`src/rtl/tone_synth_i2s_pkg.sv`:
```
// Shared types and default constants for the I2S tone synthesizer.
package tone_pkg;

    typedef enum logic [1:0] {
        WAVE_SQUARE = 2'b00,
        WAVE_SAW    = 2'b01,
        WAVE_TRI    = 2'b10,
        WAVE_SILENT = 2'b11
    } wave_e;

    localparam int CLK_HZ  = 100_000_000;
    localparam int FS_HZ   = 31_250;
    localparam int PHASE_K = 537;

    typedef logic signed [15:0] sample_t;

endpackage

```
`src/rtl/tone_synth_i2s_tx.sv`:
```
// I2S transmitter: clock-enable MCLK/SCLK/LRCK dividers and a
// left-justified MSB-first shifter; flags the start of each frame.
module i2s_tx #(
    parameter int SAMPLE_BITS = 16,
    parameter int MCLK_HALF   = 25,
    parameter int SCLK_HALF   = 50
) (
    input  logic                   clk,
    input  logic                   rst_n,
    input  logic [SAMPLE_BITS-1:0] left_word,
    input  logic [SAMPLE_BITS-1:0] right_word,
    output logic                   frame_start,
    output logic                   mclk,
    output logic                   sclk,
    output logic                   lrck,
    output logic                   sdata
);

    localparam int MW = (MCLK_HALF > 1) ? $clog2(MCLK_HALF) : 1;
    localparam int SW = $clog2(SCLK_HALF);
    localparam int BW = $clog2(SAMPLE_BITS);

    logic [MW-1:0]          mclk_cnt_q, mclk_cnt_d;
    logic [SW-1:0]          sclk_cnt_q, sclk_cnt_d;
    logic [BW-1:0]          bit_cnt_q, bit_cnt_d;
    logic [SAMPLE_BITS-1:0] shift_q, shift_d;
    logic                   mclk_q, mclk_d;
    logic                   sclk_q, sclk_d;
    logic                   lrck_q, lrck_d;
    logic                   sdata_q, sdata_d;
    logic                   mclk_wrap, sclk_wrap, fall;
    logic [SAMPLE_BITS-1:0] word;

    always_comb begin
        mclk_wrap   = (mclk_cnt_q == MW'(MCLK_HALF - 1));
        sclk_wrap   = (sclk_cnt_q == SW'(SCLK_HALF - 1));
        fall        = sclk_wrap & sclk_q;
        mclk_cnt_d  = mclk_wrap ? '0 : mclk_cnt_q + 1'b1;
        sclk_cnt_d  = sclk_wrap ? '0 : sclk_cnt_q + 1'b1;
        mclk_d      = mclk_q ^ mclk_wrap;
        sclk_d      = sclk_q ^ sclk_wrap;
        bit_cnt_d   = bit_cnt_q;
        lrck_d      = lrck_q;
        shift_d     = shift_q;
        sdata_d     = sdata_q;
        word        = lrck_q ? left_word : right_word;
        frame_start = fall && (bit_cnt_q == '0) && lrck_q;
        if (fall) begin
            bit_cnt_d = (bit_cnt_q == BW'(SAMPLE_BITS - 1)) ?
                        '0 : bit_cnt_q + 1'b1;
            // Word boundary: switch channel and present its MSB at once.
            if (bit_cnt_q == '0) begin
                lrck_d  = ~lrck_q;
                sdata_d = word[SAMPLE_BITS-1];
                shift_d = word << 1;
            end else begin
                sdata_d = shift_q[SAMPLE_BITS-1];
                shift_d = shift_q << 1;
            end
        end
    end

    always_ff @(posedge clk or negedge rst_n) begin
        if (!rst_n) begin
            mclk_cnt_q <= '0;
            sclk_cnt_q <= '0;
            bit_cnt_q  <= '0;
            shift_q    <= '0;
            mclk_q     <= 1'b0;
            sclk_q     <= 1'b0;
            lrck_q     <= 1'b0;
            sdata_q    <= 1'b0;
        end else begin
            mclk_cnt_q <= mclk_cnt_d;
            sclk_cnt_q <= sclk_cnt_d;
            bit_cnt_q  <= bit_cnt_d;
            shift_q    <= shift_d;
            mclk_q     <= mclk_d;
            sclk_q     <= sclk_d;
            lrck_q     <= lrck_d;
            sdata_q    <= sdata_d;
        end
    end

    assign mclk  = mclk_q;
    assign sclk  = sclk_q;
    assign lrck  = lrck_q;
    assign sdata = sdata_q;

endmodule

```
`src/rtl/tone_synth_i2s.sv`:
```
// Phase-accumulator tone synthesizer (square/saw/triangle) with a
// retriggerable note timer, feeding an I2S DAC via i2s_tx.
module tone_synth_i2s #(
    parameter int                     SAMPLE_BITS = 16,
    parameter int                     PHASE_W     = 24,
    parameter int                     PHASE_K     = 537,
    parameter int                     MCLK_HALF   = 25,
    parameter int                     SCLK_HALF   = 50,
    parameter int                     DUR_CYCLES  = 50_000_000,
    parameter logic [SAMPLE_BITS-1:0] AMP         = 'h0FFF
) (
    input  logic        clk,
    input  logic        rst_n,
    input  logic        note_start,
    input  logic [11:0] freq,
    input  logic [1:0]  wave_sel,
    input  logic [1:0]  ch_en,
    output logic        busy,
    output logic        sample_tick,
    output logic        mclk,
    output logic        lrck,
    output logic        sclk,
    output logic        sdata
);

    import tone_pkg::*;

    localparam int N  = SAMPLE_BITS;
    localparam int DW = (DUR_CYCLES > 1) ? $clog2(DUR_CYCLES) : 1;

    logic [PHASE_W-1:0] phase_q, phase_d;
    logic [PHASE_W-1:0] inc_q, inc_d;
    wave_e              wave_q, wave_d;
    logic [DW-1:0]      dur_q, dur_d;
    logic               busy_q, busy_d;
    logic [N-1:0]       left_q, left_d;
    logic [N-1:0]       right_q, right_d;
    logic [N-1:0]       sample, saw_w, tri_w;
    logic               frame_start;

    always_comb begin
        saw_w        = phase_q[PHASE_W-1 -: N];
        saw_w[N-1]   = ~saw_w[N-1];
        // Fold the upper half of the cycle to get a symmetric ramp.
        tri_w        = phase_q[PHASE_W-1] ? ~phase_q[PHASE_W-2 -: N]
                                          :  phase_q[PHASE_W-2 -: N];
        tri_w[N-1]   = ~tri_w[N-1];
        sample       = '0;
        if (busy_q && (inc_q != '0)) begin
            unique case (wave_q)
                WAVE_SQUARE: sample = phase_q[PHASE_W-1] ?
                                      (~AMP + N'(1)) : AMP;
                WAVE_SAW:    sample = saw_w;
                WAVE_TRI:    sample = tri_w;
                WAVE_SILENT: sample = '0;
            endcase
        end
    end

    always_comb begin
        phase_d = phase_q;
        inc_d   = inc_q;
        wave_d  = wave_q;
        dur_d   = dur_q;
        busy_d  = busy_q;
        left_d  = left_q;
        right_d = right_q;
        if (frame_start) begin
            phase_d = phase_q + inc_q;
            left_d  = ch_en[0] ? sample : '0;
            right_d = ch_en[1] ? sample : '0;
        end
        if (busy_q) begin
            if (dur_q == '0) busy_d = 1'b0;
            else             dur_d  = dur_q - 1'b1;
        end
        // A start beats expiry; phase only restarts from idle.
        if (note_start) begin
            inc_d  = PHASE_W'(freq) * PHASE_W'(PHASE_K);
            wave_d = wave_e'(wave_sel);
            dur_d  = DW'(DUR_CYCLES - 1);
            busy_d = 1'b1;
            if (!busy_q) phase_d = '0;
        end
    end

    always_ff @(posedge clk or negedge rst_n) begin
        if (!rst_n) begin
            phase_q <= '0;
            inc_q   <= '0;
            wave_q  <= WAVE_SILENT;
            dur_q   <= '0;
            busy_q  <= 1'b0;
            left_q  <= '0;
            right_q <= '0;
        end else begin
            phase_q <= phase_d;
            inc_q   <= inc_d;
            wave_q  <= wave_d;
            dur_q   <= dur_d;
            busy_q  <= busy_d;
            left_q  <= left_d;
            right_q <= right_d;
        end
    end

    i2s_tx #(
        .SAMPLE_BITS (SAMPLE_BITS),
        .MCLK_HALF   (MCLK_HALF),
        .SCLK_HALF   (SCLK_HALF)
    ) u_tx (
        .clk         (clk),
        .rst_n       (rst_n),
        .left_word   (left_d),
        .right_word  (right_d),
        .frame_start (frame_start),
        .mclk        (mclk),
        .sclk        (sclk),
        .lrck        (lrck),
        .sdata       (sdata)
    );

    assign busy        = busy_q;
    assign sample_tick = frame_start;

endmodule

```
`config.mk`:
```
export PLATFORM = sky130hd
export DESIGN_NAME = tone_synth_i2s
export DESIGN_NICKNAME = d
export VERILOG_FILES = /design/src/rtl/tone_synth_i2s_pkg.sv /design/src/rtl/tone_synth_i2s_tx.sv /design/src/rtl/tone_synth_i2s.sv
export SDC_FILE = /design/constraint.sdc
export NUM_CORES = 1
export LEC_CHECK = 0
export CAP_MARGIN = 0
export CORE_ASPECT_RATIO = 1.1
export CORE_MARGIN = 2
export CORE_UTILIZATION = 35
export DETAILED_ROUTE_END_ITERATION = 10
export GPL_TIMING_DRIVEN = 0
export PLACE_DENSITY_LB_ADDON = 0.3
export SETUP_SLACK_MARGIN = 0.15
export SLEW_MARGIN = 0
export SYNTH_ARGS = -nofsm -noshare
export SYNTH_HDL_FRONTEND = slang
export SYNTH_SLANG_ARGS = --single-unit
```
`constraint.sdc`:
```
create_clock -name clk -period 7.9 [get_ports clk]
set_input_delay 1.58 -clock clk [delete_from_list [all_inputs] [get_ports clk]]
set_output_delay 1.58 -clock clk [all_outputs]
set_load 0.02 [all_outputs]
```
==> summary.md <==
| Metric | Value |
|---|---|
| Final instance area | 0.00970 sq mm |
| Floorplan row count | 59 |
| Number of global-route vias before repair | 6,586 |
| CP arrival | 4.44 ns |
| P per Cell Area | 221 mW/mm^2 |
| CP Launch Type | register |
| Share of cells above drive strength 1 | 5.84% |
| Port bufs | 24 |
| Final net count | 1,079 |
| Max frequency | 0.166 GHz |
| CTS sink count | 125 |
| Initial Util | 35.7% |
| Vias | 6,669 |
| Worst-path fanout max | 10 |
| Max transition margin | 53.7% |
| H-tree depth | 4 |
| Final setup vio count | 0 |
| Hold-fix buffers, CTS | 0 |
| Placed inst area | 0.00911 sq mm |
| Final Cycle Share | 76.2% |
| DRT Pass-1 Iters | 6 |
| Worst-Margin Slew | 0.688 ns |
| Drt wl/cell | 15.2 microns |
| Most used flip-flop cell after synthesis | dfrtp_1 |
| Clock Tree Buf Depth | 2 |
| Full die area | 0.0254 sq mm |
| Mapped Nets | 1,035 |
| Synth warn | 0 |
| DP HPWL | 14,600 microns |
| DRC | 0 |
| Leak Pwr | 4.09 nW |
| Mapped cell area | 0.00846 sq mm |
| Total grt overflow | 0 |
| Total of max-cap violations | 0 |
| Initial antenna violation count | 0 |
| Cells after synthesis | 919 |
| Req. time, crit path | 6.32 ns |
| Status | complete, no violations |
| Clock root buffer | clkbuf_16 |
| Pin count of the biggest net entering global routing | 67 |
| Die Y-Extent | 167 microns |
| Clk_lat worst skew | 0.42 ns |
| TritonCTS clock tree | built |
| Setup TNS | 0 ns |
| RSZ-0062 raised after global routing | false |
| Fin crit period | 6.02 ns |
| Die W | 152 microns |
| Resized Gates After CTS | 0 |
| Antenna-violating nets left | 0 |
| Ys async rst share | 100% |
| Worst Clk Skew | 0.00995 ns |
| # diodes | 0 |
| GR Util All Layers | 15.9% |
| CTS clk-pin slew, worst paths | 0.06 ns |
| Final hold vios | 0 |
| Yosys cell types | 66 |
| Hold_ws | 0.475 ns |
| HP Class | reg2reg |
| Worst Setup End Kind | output port |
| First-pass GRT wire length | 33,200 microns |
| Core area | 0.0237 sq mm |
| Cts bufs inserted | 17 |
| WS Path Type | reg2out |
| Final core occ | 41.0% |
| Fin. max-slew vios | 0 |
| Area Overhead vs Synth | 14.7% |
| Total setup buffers inserted after CTS | 0 |
| Syn_area_per_cell | 9.20 sq um |
| Final wirelength | 19,400 microns |
| Drt initial violations | 353 |
| Max IR drop VDD | 0.139 mV |
| EDFF count, synth | 0 |
| Yosys reg bits | 125 |
| Register area share after synthesis | 37.0% |
| Vias per cell | 5.21 |
| Final GP Congestion | 0.895 |
| I/O Pins | 25 |
| FILL cells | 2,375 |
==> layer usage <==
layer | routed length [microns] | part of all wire, % | global-route usage (%) | up-vias
met5 | 0 | 0 | 0 | -
met4 | 161 | 0.83 | 3.29 | 0
met3 | 675 | 3.5 | 3.17 | 10
met2 | 9110 | 47 | 26.3 | 105
met1 | 9460 | 49 | 21.7 | 3158
li1 | - | - | - | 3396
==> power breakdown <==
group	total, mW	switching, mW	internal [mW]
Sequential	0.734	0.0464	0.687
Clock	0.789	0.308	0.482
Combinational	0.626	0.352	0.274
==> cell type report <==
class / instances / area, sq um / area share (%)
Tap cell: 305 / 382 / 3.93
Inverter: 61 / 229 / 2.36
Clock inverter: 13 / 141 / 1.46
Multi-Input combinational cell: 699 / 4970 / 51.2
Sequential cell: 125 / 3130 / 32.3
Clock buffer: 19 / 453 / 4.67
Timing Repair Buffer: 25 / 269 / 2.77
Buffer: 34 / 131 / 1.35
==> stage by stage <==
stage,setup WS (ns),total power [mW],instances
3_5_place_dp,1.98,1.36,1249
3_3_place_gp,0.0389,1.36,1248
4_1_cts,1.74,2.17,1281
6_report,1.88,2.15,1281
2_1_floorplan,2.90,1.21,919
5_1_grt,1.42,2.29,1281
==> cell families (layout without fill, tap and decap cells) <==
group / after synthesis / count (layout) / synth area share, %
XOR/XNOR: 62 / 62 / 6.42
buffers and inverters: 95 / 152 / 4.26
AND/OR/NAND/NOR: 268 / 268 / 15.6
AO/OA/AOI/OAI: 259 / 259 / 19.5
flip-flops: 125 / 125 / 37.0
multiplexers: 13 / 13 / 1.70
adder cells (fa/ha/maj): 97 / 97 / 15.5
==> worst max-delay path, stage by stage, from the launching register on <==
cell and delay [ns]:
dfrtp_1 0.39, inv_1 0.06, ha_1 0.12, nor2b_1 0.15, nand3_1 0.10, nor2_1 0.29, ha_1 0.25, clkbuf_1 0.30
nand3_1 0.41, inv_1 0.27, clkbuf_1 0.42, buf_1 0.53, clkdlybuf4s50_1 0.72
==> layout by cell type, fill, tap and decap left out, drive strengths merged, types with 15 or more instances in the layout <==
| cell type | n |
|---|---|
| ha | 84 |
| nand3 | 22 |
| dfrtp | 123 |
| xnor2 | 42 |
| nor2 | 53 |
| a21oi | 82 |
| o21ai | 76 |
| clkdlybuf4s50 | 23 |
| clkbuf | 47 |
| a222oi | 15 |
| xor2 | 20 |
| nand2b | 22 |
| inv | 61 |
| nor3 | 15 |
| nand2 | 88 |
==> sequential cells by signal, indices dropped and copies added, names as in the netlist <==
name,flops
dur_q,26
phase_q,24
inc_q,22
right_q,16
u_tx.shift_q,15
u_tx.sclk_cnt_q,6
u_tx.mclk_cnt_q,5
u_tx.bit_cnt_q,4
wave_q,2
busy,1
u_tx.lrck,1
u_tx.mclk,1
u_tx.sclk,1
u_tx.sdata,1
==> synthesized netlist by cell type (all sizes together), types with 3 or more instances <==
master,n,share of area (%)
a211oi,8,0.71
a21boi,6,0.53
a21o,8,0.71
a21oi,82,4.9
a222oi,15,1.8
a22o,3,0.31
a31oi,5,0.37
and3,6,0.44
buf,6,0.31
clkbuf,28,1.2
dfrtp,123,36
fa,13,3.1
ha,84,12
inv,60,2.7
mux2,11,1.5
nand2,88,3.9
nand2b,22,1.6
nand3,22,1.3
nand3b,3,0.27
nand4,4,0.30
nor2,53,2.4
nor2b,14,1.0
nor3,15,0.89
nor3b,4,0.35
nor4,12,1.0
o211ai,7,0.62
o21a,13,1.2
o21ai,76,4.5
o311ai,3,0.52
o31a,4,0.41
o31ai,9,0.80
or2,4,0.30
or3,9,0.67
or4,5,0.44
xnor2,42,4.3
xor2,20,2.1
==> worst paths after layout <==
| path | startpoint | to | slack [ns] | cells past startpoint |
|---|---|---|---|---|
| hold reg to reg | u_tx.mclk$_DFF_PN0_ | u_tx.mclk$_DFF_PN0_ | 0.48 | 1 |
| min in group asynchronous | rst_n | u_tx.bit_cnt_q[2]$_DFFE_PN0P_ | 1.13 | 1 |
| setup reg to reg | u_tx.sclk_cnt_q[1]$_DFF_PN0_ | phase_q[6]$_DFF_PN0_ | 4.21 | 13 |
| setup / recovery | u_tx.sclk_cnt_q[1]$_DFF_PN0_ | sample_tick | 1.88 | 12 |
| max in group asynchronous | rst_n | phase_q[20]$_DFF_PN0_ | 6.04 | 2 |
| hold / removal | u_tx.mclk$_DFF_PN0_ | u_tx.mclk$_DFF_PN0_ | 0.48 | 1 |
Power figures use the tool's default switching activity.
